### config.mk
export PLATFORM = sky130hd
export DESIGN_NAME = saturate_narrow_flat
export DESIGN_NICKNAME = d
export VERILOG_FILES = /design/src/rtl/saturate_narrow_if.sv /design/src/rtl/saturate_narrow.sv /design/src/flat_wrapper.sv
export SDC_FILE = /design/constraint.sdc
export NUM_CORES = 1
export LEC_CHECK = 0
export CAP_MARGIN = 5
export CELL_PAD_IN_SITES_DETAIL_PLACEMENT = 1
export CELL_PAD_IN_SITES_GLOBAL_PLACEMENT = 2
export CORE_UTILIZATION = 26
export DETAILED_ROUTE_END_ITERATION = 10
export GPL_ROUTABILITY_DRIVEN = 0
export PLACE_DENSITY_LB_ADDON = 0.1
export SKIP_CTS_REPAIR_TIMING = 1
export SYNTH_ARGS = -nofsm -noshare
export SYNTH_HDL_FRONTEND = slang
export SYNTH_SLANG_ARGS = --single-unit
export TNS_END_PERCENT = 100
### constraint.sdc
create_clock -name clk -period 2.1 [get_ports clk]
set_clock_uncertainty 0.1 [all_clocks]
set_input_delay 0.42 -clock clk [delete_from_list [all_inputs] [get_ports clk]]
set_output_delay 0.42 -clock clk [all_outputs]
set_load 0.01 [all_outputs]
### src/rtl/saturate_narrow_if.sv
// saturate_narrow_if: input/output handshake bundle for the saturating narrower
interface saturate_narrow_if #(parameter int M = 16, parameter int N = 8);
  logic         in_valid;
  logic         in_ready;
  logic [M-1:0] in_data;
  logic         in_signed;
  logic         out_valid;
  logic         out_ready;
  logic [N-1:0] out_data;
  logic         out_sat;
  modport master(output in_valid, in_data, in_signed, out_ready,
                 input in_ready, out_valid, out_data, out_sat);
  modport slave(input in_valid, in_data, in_signed, out_ready,
                output in_ready, out_valid, out_data, out_sat);
endinterface

### src/rtl/saturate_narrow.sv
// saturate_narrow: clamps M-bit signed results to N-bit lanes through a 2-entry FIFO
module saturate_narrow #(
  parameter int M     = 16,
  parameter int N     = 8,
  parameter int CNT_W = 16
) (
  input  logic             clk,
  input  logic             rst,
  input  logic             clear,
  saturate_narrow_if.slave bus,
  output logic [CNT_W-1:0] sat_count,
  output logic             sat_sticky
);
  logic [N-1:0]     mem_q [2];
  logic             sat_q [2];
  logic             rd_q, wr_q, in_ready_q, sticky_q, sticky_d;
  logic [1:0]       occ_q, occ_d;
  logic [CNT_W-1:0] cnt_q, cnt_d, cnt_base;
  logic [N-1:0]     cl_data;
  logic             cl_sat, s_ovf, u_neg, u_big, acc, pop;
  always_comb begin
    // signed fits iff bits [M-1:N-1] are all copies of the sign bit
    s_ovf    = !((&bus.in_data[M-1:N-1]) || !(|bus.in_data[M-1:N-1]));
    u_neg    = bus.in_data[M-1];
    u_big    = !u_neg && (|bus.in_data[M-1:N]);
    cl_sat   = bus.in_signed ? s_ovf : (u_neg || u_big);
    cl_data  = bus.in_signed
             ? (s_ovf ? {bus.in_data[M-1], {(N-1){!bus.in_data[M-1]}}} : bus.in_data[N-1:0])
             : (u_neg ? '0 : (u_big ? '1 : bus.in_data[N-1:0]));
    acc      = bus.in_valid && in_ready_q;
    pop      = (occ_q != 2'd0) && bus.out_ready;
    occ_d    = occ_q + {1'b0, acc} - {1'b0, pop};
    cnt_base = clear ? '0 : cnt_q;
    cnt_d    = (acc && cl_sat && !(&cnt_base)) ? cnt_base + 1'b1 : cnt_base;
    sticky_d = (!clear && sticky_q) || (acc && cl_sat);
  end
  always_ff @(posedge clk) begin
    if (rst) begin
      mem_q      <= '{default: '0};
      sat_q      <= '{default: 1'b0};
      rd_q       <= 1'b0;
      wr_q       <= 1'b0;
      occ_q      <= 2'd0;
      in_ready_q <= 1'b1;
      cnt_q      <= '0;
      sticky_q   <= 1'b0;
    end else begin
      if (acc) begin
        mem_q[wr_q] <= cl_data;
        sat_q[wr_q] <= cl_sat;
        wr_q        <= !wr_q;
      end
      if (pop) rd_q <= !rd_q;
      occ_q      <= occ_d;
      in_ready_q <= occ_d != 2'd2;
      cnt_q      <= cnt_d;
      sticky_q   <= sticky_d;
    end
  end
  assign bus.in_ready  = in_ready_q;
  assign bus.out_valid = occ_q != 2'd0;
  assign bus.out_data  = mem_q[rd_q];
  assign bus.out_sat   = sat_q[rd_q];
  assign sat_count     = cnt_q;
  assign sat_sticky    = sticky_q;
endmodule

### src/flat_wrapper.sv
// flat-port wrapper written by rule: the top's interface ports become plain ports
module saturate_narrow_flat 
#(
  parameter int M     = 16,
  parameter int N     = 8,
  parameter int CNT_W = 16
)
  (clk, rst, clear, sat_count, sat_sticky, bus_in_valid, bus_in_data, bus_in_signed, bus_out_ready, bus_in_ready, bus_out_valid, bus_out_data, bus_out_sat);
  saturate_narrow_if #(.M(M), .N(N)) bus_i ();
  input  logic clk;
  input  logic rst;
  input  logic clear;
  output logic [CNT_W-1:0] sat_count;
  output logic sat_sticky;
  input wire logic [$bits(bus_i.in_valid)-1:0] bus_in_valid;
  input wire logic [$bits(bus_i.in_data)-1:0] bus_in_data;
  input wire logic [$bits(bus_i.in_signed)-1:0] bus_in_signed;
  input wire logic [$bits(bus_i.out_ready)-1:0] bus_out_ready;
  output wire logic [$bits(bus_i.in_ready)-1:0] bus_in_ready;
  output wire logic [$bits(bus_i.out_valid)-1:0] bus_out_valid;
  output wire logic [$bits(bus_i.out_data)-1:0] bus_out_data;
  output wire logic [$bits(bus_i.out_sat)-1:0] bus_out_sat;
  assign bus_i.in_valid = bus_in_valid;
  assign bus_i.in_data = bus_in_data;
  assign bus_i.in_signed = bus_in_signed;
  assign bus_i.out_ready = bus_out_ready;
  assign bus_in_ready = bus_i.in_ready;
  assign bus_out_valid = bus_i.out_valid;
  assign bus_out_data = bus_i.out_data;
  assign bus_out_sat = bus_i.out_sat;
  saturate_narrow #(.M(M), .N(N), .CNT_W(CNT_W)) u_core (.clk(clk), .rst(rst), .clear(clear), .bus(bus_i), .sat_count(sat_count), .sat_sticky(sat_sticky));
endmodule
==> results of run 1 <==
-- state kept, by name, indices dropped and copies added, names as in the netlist --
| name | count |
|---|---|
| u_core.rd_q | 1 |
| u_core.wr_q | 1 |
| u_core.mem_q | 16 |
| u_core.sat_count | 16 |
| u_core.sat_q | 2 |
| u_core.bus.in_ready | 1 |
| u_core.occ_q | 2 |
| u_core.sat_sticky | 1 |
-- report_power, final --
| group | switching, uW | internal, uW | leakage [uW] |
|---|---|---|---|
| logic | 364 | 477 | 0.00103 |
| clock network | 304 | 389 | 0.0000614 |
| registers | 63.0 | 875 | 0.000329 |
| total | 731 | 1740 | 0.00142 |
-- final timing paths --
| kind | from | endpoint | slack [ns] |
|---|---|---|---|
| worst min register to register | u_core.sat_q[1] | u_core.sat_q[1] | 0.39 |
| worst max register to register | u_core.occ_q[0] | u_core.bus.in_ready | 0.05 |
| worst max-delay path | bus_in_data[12] | u_core.sat_count[10] | 0.02 |
| worst min-delay path | u_core.sat_q[1] | u_core.sat_q[1] | 0.39 |
-- worst max-delay path, delay by kind of cell --
| kind | cells | cell delay [ns] |
|---|---|---|
| compound gates | 2 | 0.31 |
| buf+inv | 2 | 0.66 |
| simple gates | 3 | 0.83 |
-- cell families (layout without fill, tap and decap cells) --
kind of cell,Yosys count,in the layout,synth area share (%)
AO/OA/AOI/OAI,60,60,18.9
XOR/XNOR,4,4,1.74
adder cells (fa/ha/maj),3,3,1.86
buffers and inverters,21,120,4.03
flip-flops,40,40,39.7
multiplexers,15,15,8.24
AND/OR/NAND/NOR,94,94,25.6
-- area by class of cell --
cell class              count  area share (%)
clock buffers               6            2.52
clock inverters             2            1.18
inverters                   7           0.802
multi-input cells         176            37.2
flip-flops and latches     40            24.6
well taps                  99            3.78
repair buffers            105            29.9
-- through the flow --
step / util [%] / hold WS, ns / setup slack (ns) / setup TNS, ns
6_report: 44.4 / 0.385 / 0.0176 / 0
5_1_grt: 44.4 / 0.413 / -0.0251 / -0.0800
4_1_cts: 42.6 / 0.371 / -0.164 / -1.70
3_5_place_dp: 41.0 / 0.357 / -0.509 / -7.80
3_3_place_gp: 41.0 / 0.354 / -0.426 / -7.35
2_1_floorplan: - / 0.351 / -0.0293 / -0.0513
-- synth_stat cells (5+ instances only) --
| cell | instances | area share [%] |
|---|---|---|
| mux2_2 | 13 | 7.2 |
| nand4_1 | 8 | 2.5 |
| a21oi_1 | 22 | 5.5 |
| a211oi_1 | 17 | 6.3 |
| clkbuf_1 | 10 | 1.9 |
| nand3_1 | 8 | 2.0 |
| nand2_1 | 11 | 2.0 |
| dfxtp_1 | 40 | 40 |
| nor2_1 | 26 | 4.8 |
| or4_1 | 6 | 2.2 |
| nor2b_1 | 5 | 1.5 |
| inv_1 | 7 | 1.3 |
| o21ai_0 | 6 | 1.5 |
-- metal layers --
metal	vias to the layer above	track usage (%)
li1	1069	-
met1	1041	23.8
met2	33	25.1
met3	7	3.05
met4	0	4.84
met5	-	0
==> results.cfg, run 1 <==
[route]
drc = 0
drt_wl_total_um = 6450
wl_met3_um = 174
drtPass1Iterations = 4
wire_per_inst_um = 14.8
vias_per_cell = 4.94
wl_met2_um = 2870
drt-met1-wl_um = 3330
dr.first_iter.drc_count = 48
antenna_left = 0
via_count = 2150
highest_layer = met4

[worst_setup_path]
path_max_fanout = 7
crit_type = in2reg
crit_path_cell_trace = clkdlybuf4s50_1, nand4_1, or4_4, and3_4, buf_4, a31o_2, a21oi_2
rr_worst_depth = 8
cp_slowest_cell = clkdlybuf4s50_1
cp_data_arrival_time_ns = 2.22
cp-start-kind = input port
required_ns = 2.24
critPathMaxStageDelay_ns = 0.50
cp-end-kind = register

[clock_tree]
cts_max_path_buffers = 2
htree_num_levels = 2
numCtsBuffers = 5
clkTransAtPathRegs_ns = 0.09
insertion_delay_ns = 0.30
cts_tree = done
cts-root-buf = clkbuf_8
cts_sinks = 40

[cells_and_area]
drive_gt1_share_pct = 31.0
layout_commonest_cell = buf_4
seq_area_um2 = 806
antenna_cells = 0
final_cell_mix = buf_4 (53), dfxtp_1 (36), clkdlybuf4s50_1 (33), nor2_1 (26), a21oi_1 (20)
layout.cells.non_filler = 435
syn2layout_area_growth_pct = 62.2
finish.instance_area_mm2 = 0.00328
nets = 360
multi_input_area_mm2 = 0.00122
fillers = 874

[floorplan]
die_y_um = 90.1
rows = 31
core_mm2 = 0.00737
die_x_um = 90.1
die_area_mm2 = 0.00812
floorplan.initialDensity_pct = 27.4
io_pins = 50

[timing]
fin_crit_sh_pct = 99.2
finalSetupViolations = 0
worst_pin_slew_ns = 0.304
fin_crit_ns = 2.08
drv_slew = 0
fmax_ghz = 0.480
rsz0062_at_grt = yes
final_hold_viol_count = 0
slew_headroom_pct = 79.8

[placement]
dp.cells = 424
hpwl_um = 4850
io_buffers = 49
dpl-instance-area_mm2 = 0.00302

[power_and_ir_drop]
p_leak_uw = 0.00142
fin_total_pwr_uw = 2470
p_per_area_mw_per_mm2 = 755
peakVddDrop_mv = 0.261

[min_path]
hp-class = reg2reg
holdPathStages = 2

[yosys]
synth_ff_type = dfxtp_1
netlist_instances = 237
synth_cell_types = 41
synth-edff-count = 0
yosys_warnings = 0
ys_async_sr_fraction_pct = 0
ys_ff_latch = 40
synth_area_per_cell_um2 = 8.52
seq_area_frac_synth_pct = 39.7
synth_area_mm2 = 0.00202
syn-num-nets = 262

[grt]
global_route.overflow_total = 0
antenna_found_initial = 0
grt_max_degree = 28
grt_pass1_wl_um = 10800
grt_usage_pct = 16.6
grt_pass1_vias = 2158

[run_status]
status = finished, final reports clean

[flow_run]
drv_cap = 0
Power figures use the tool's default switching activity.
==> run 2: changes to the inputs <==
--- a/config.mk
+++ b/config.mk
@@ -10,7 +10,6 @@
 export CELL_PAD_IN_SITES_GLOBAL_PLACEMENT = 2
 export CORE_UTILIZATION = 26
 export DETAILED_ROUTE_END_ITERATION = 10
-export GPL_ROUTABILITY_DRIVEN = 0
 export PLACE_DENSITY_LB_ADDON = 0.1
 export SKIP_CTS_REPAIR_TIMING = 1
 export SYNTH_ARGS = -nofsm -noshare
==> results of run 2 <==
Final layout, timing and power as in run 1 (identical DEF).
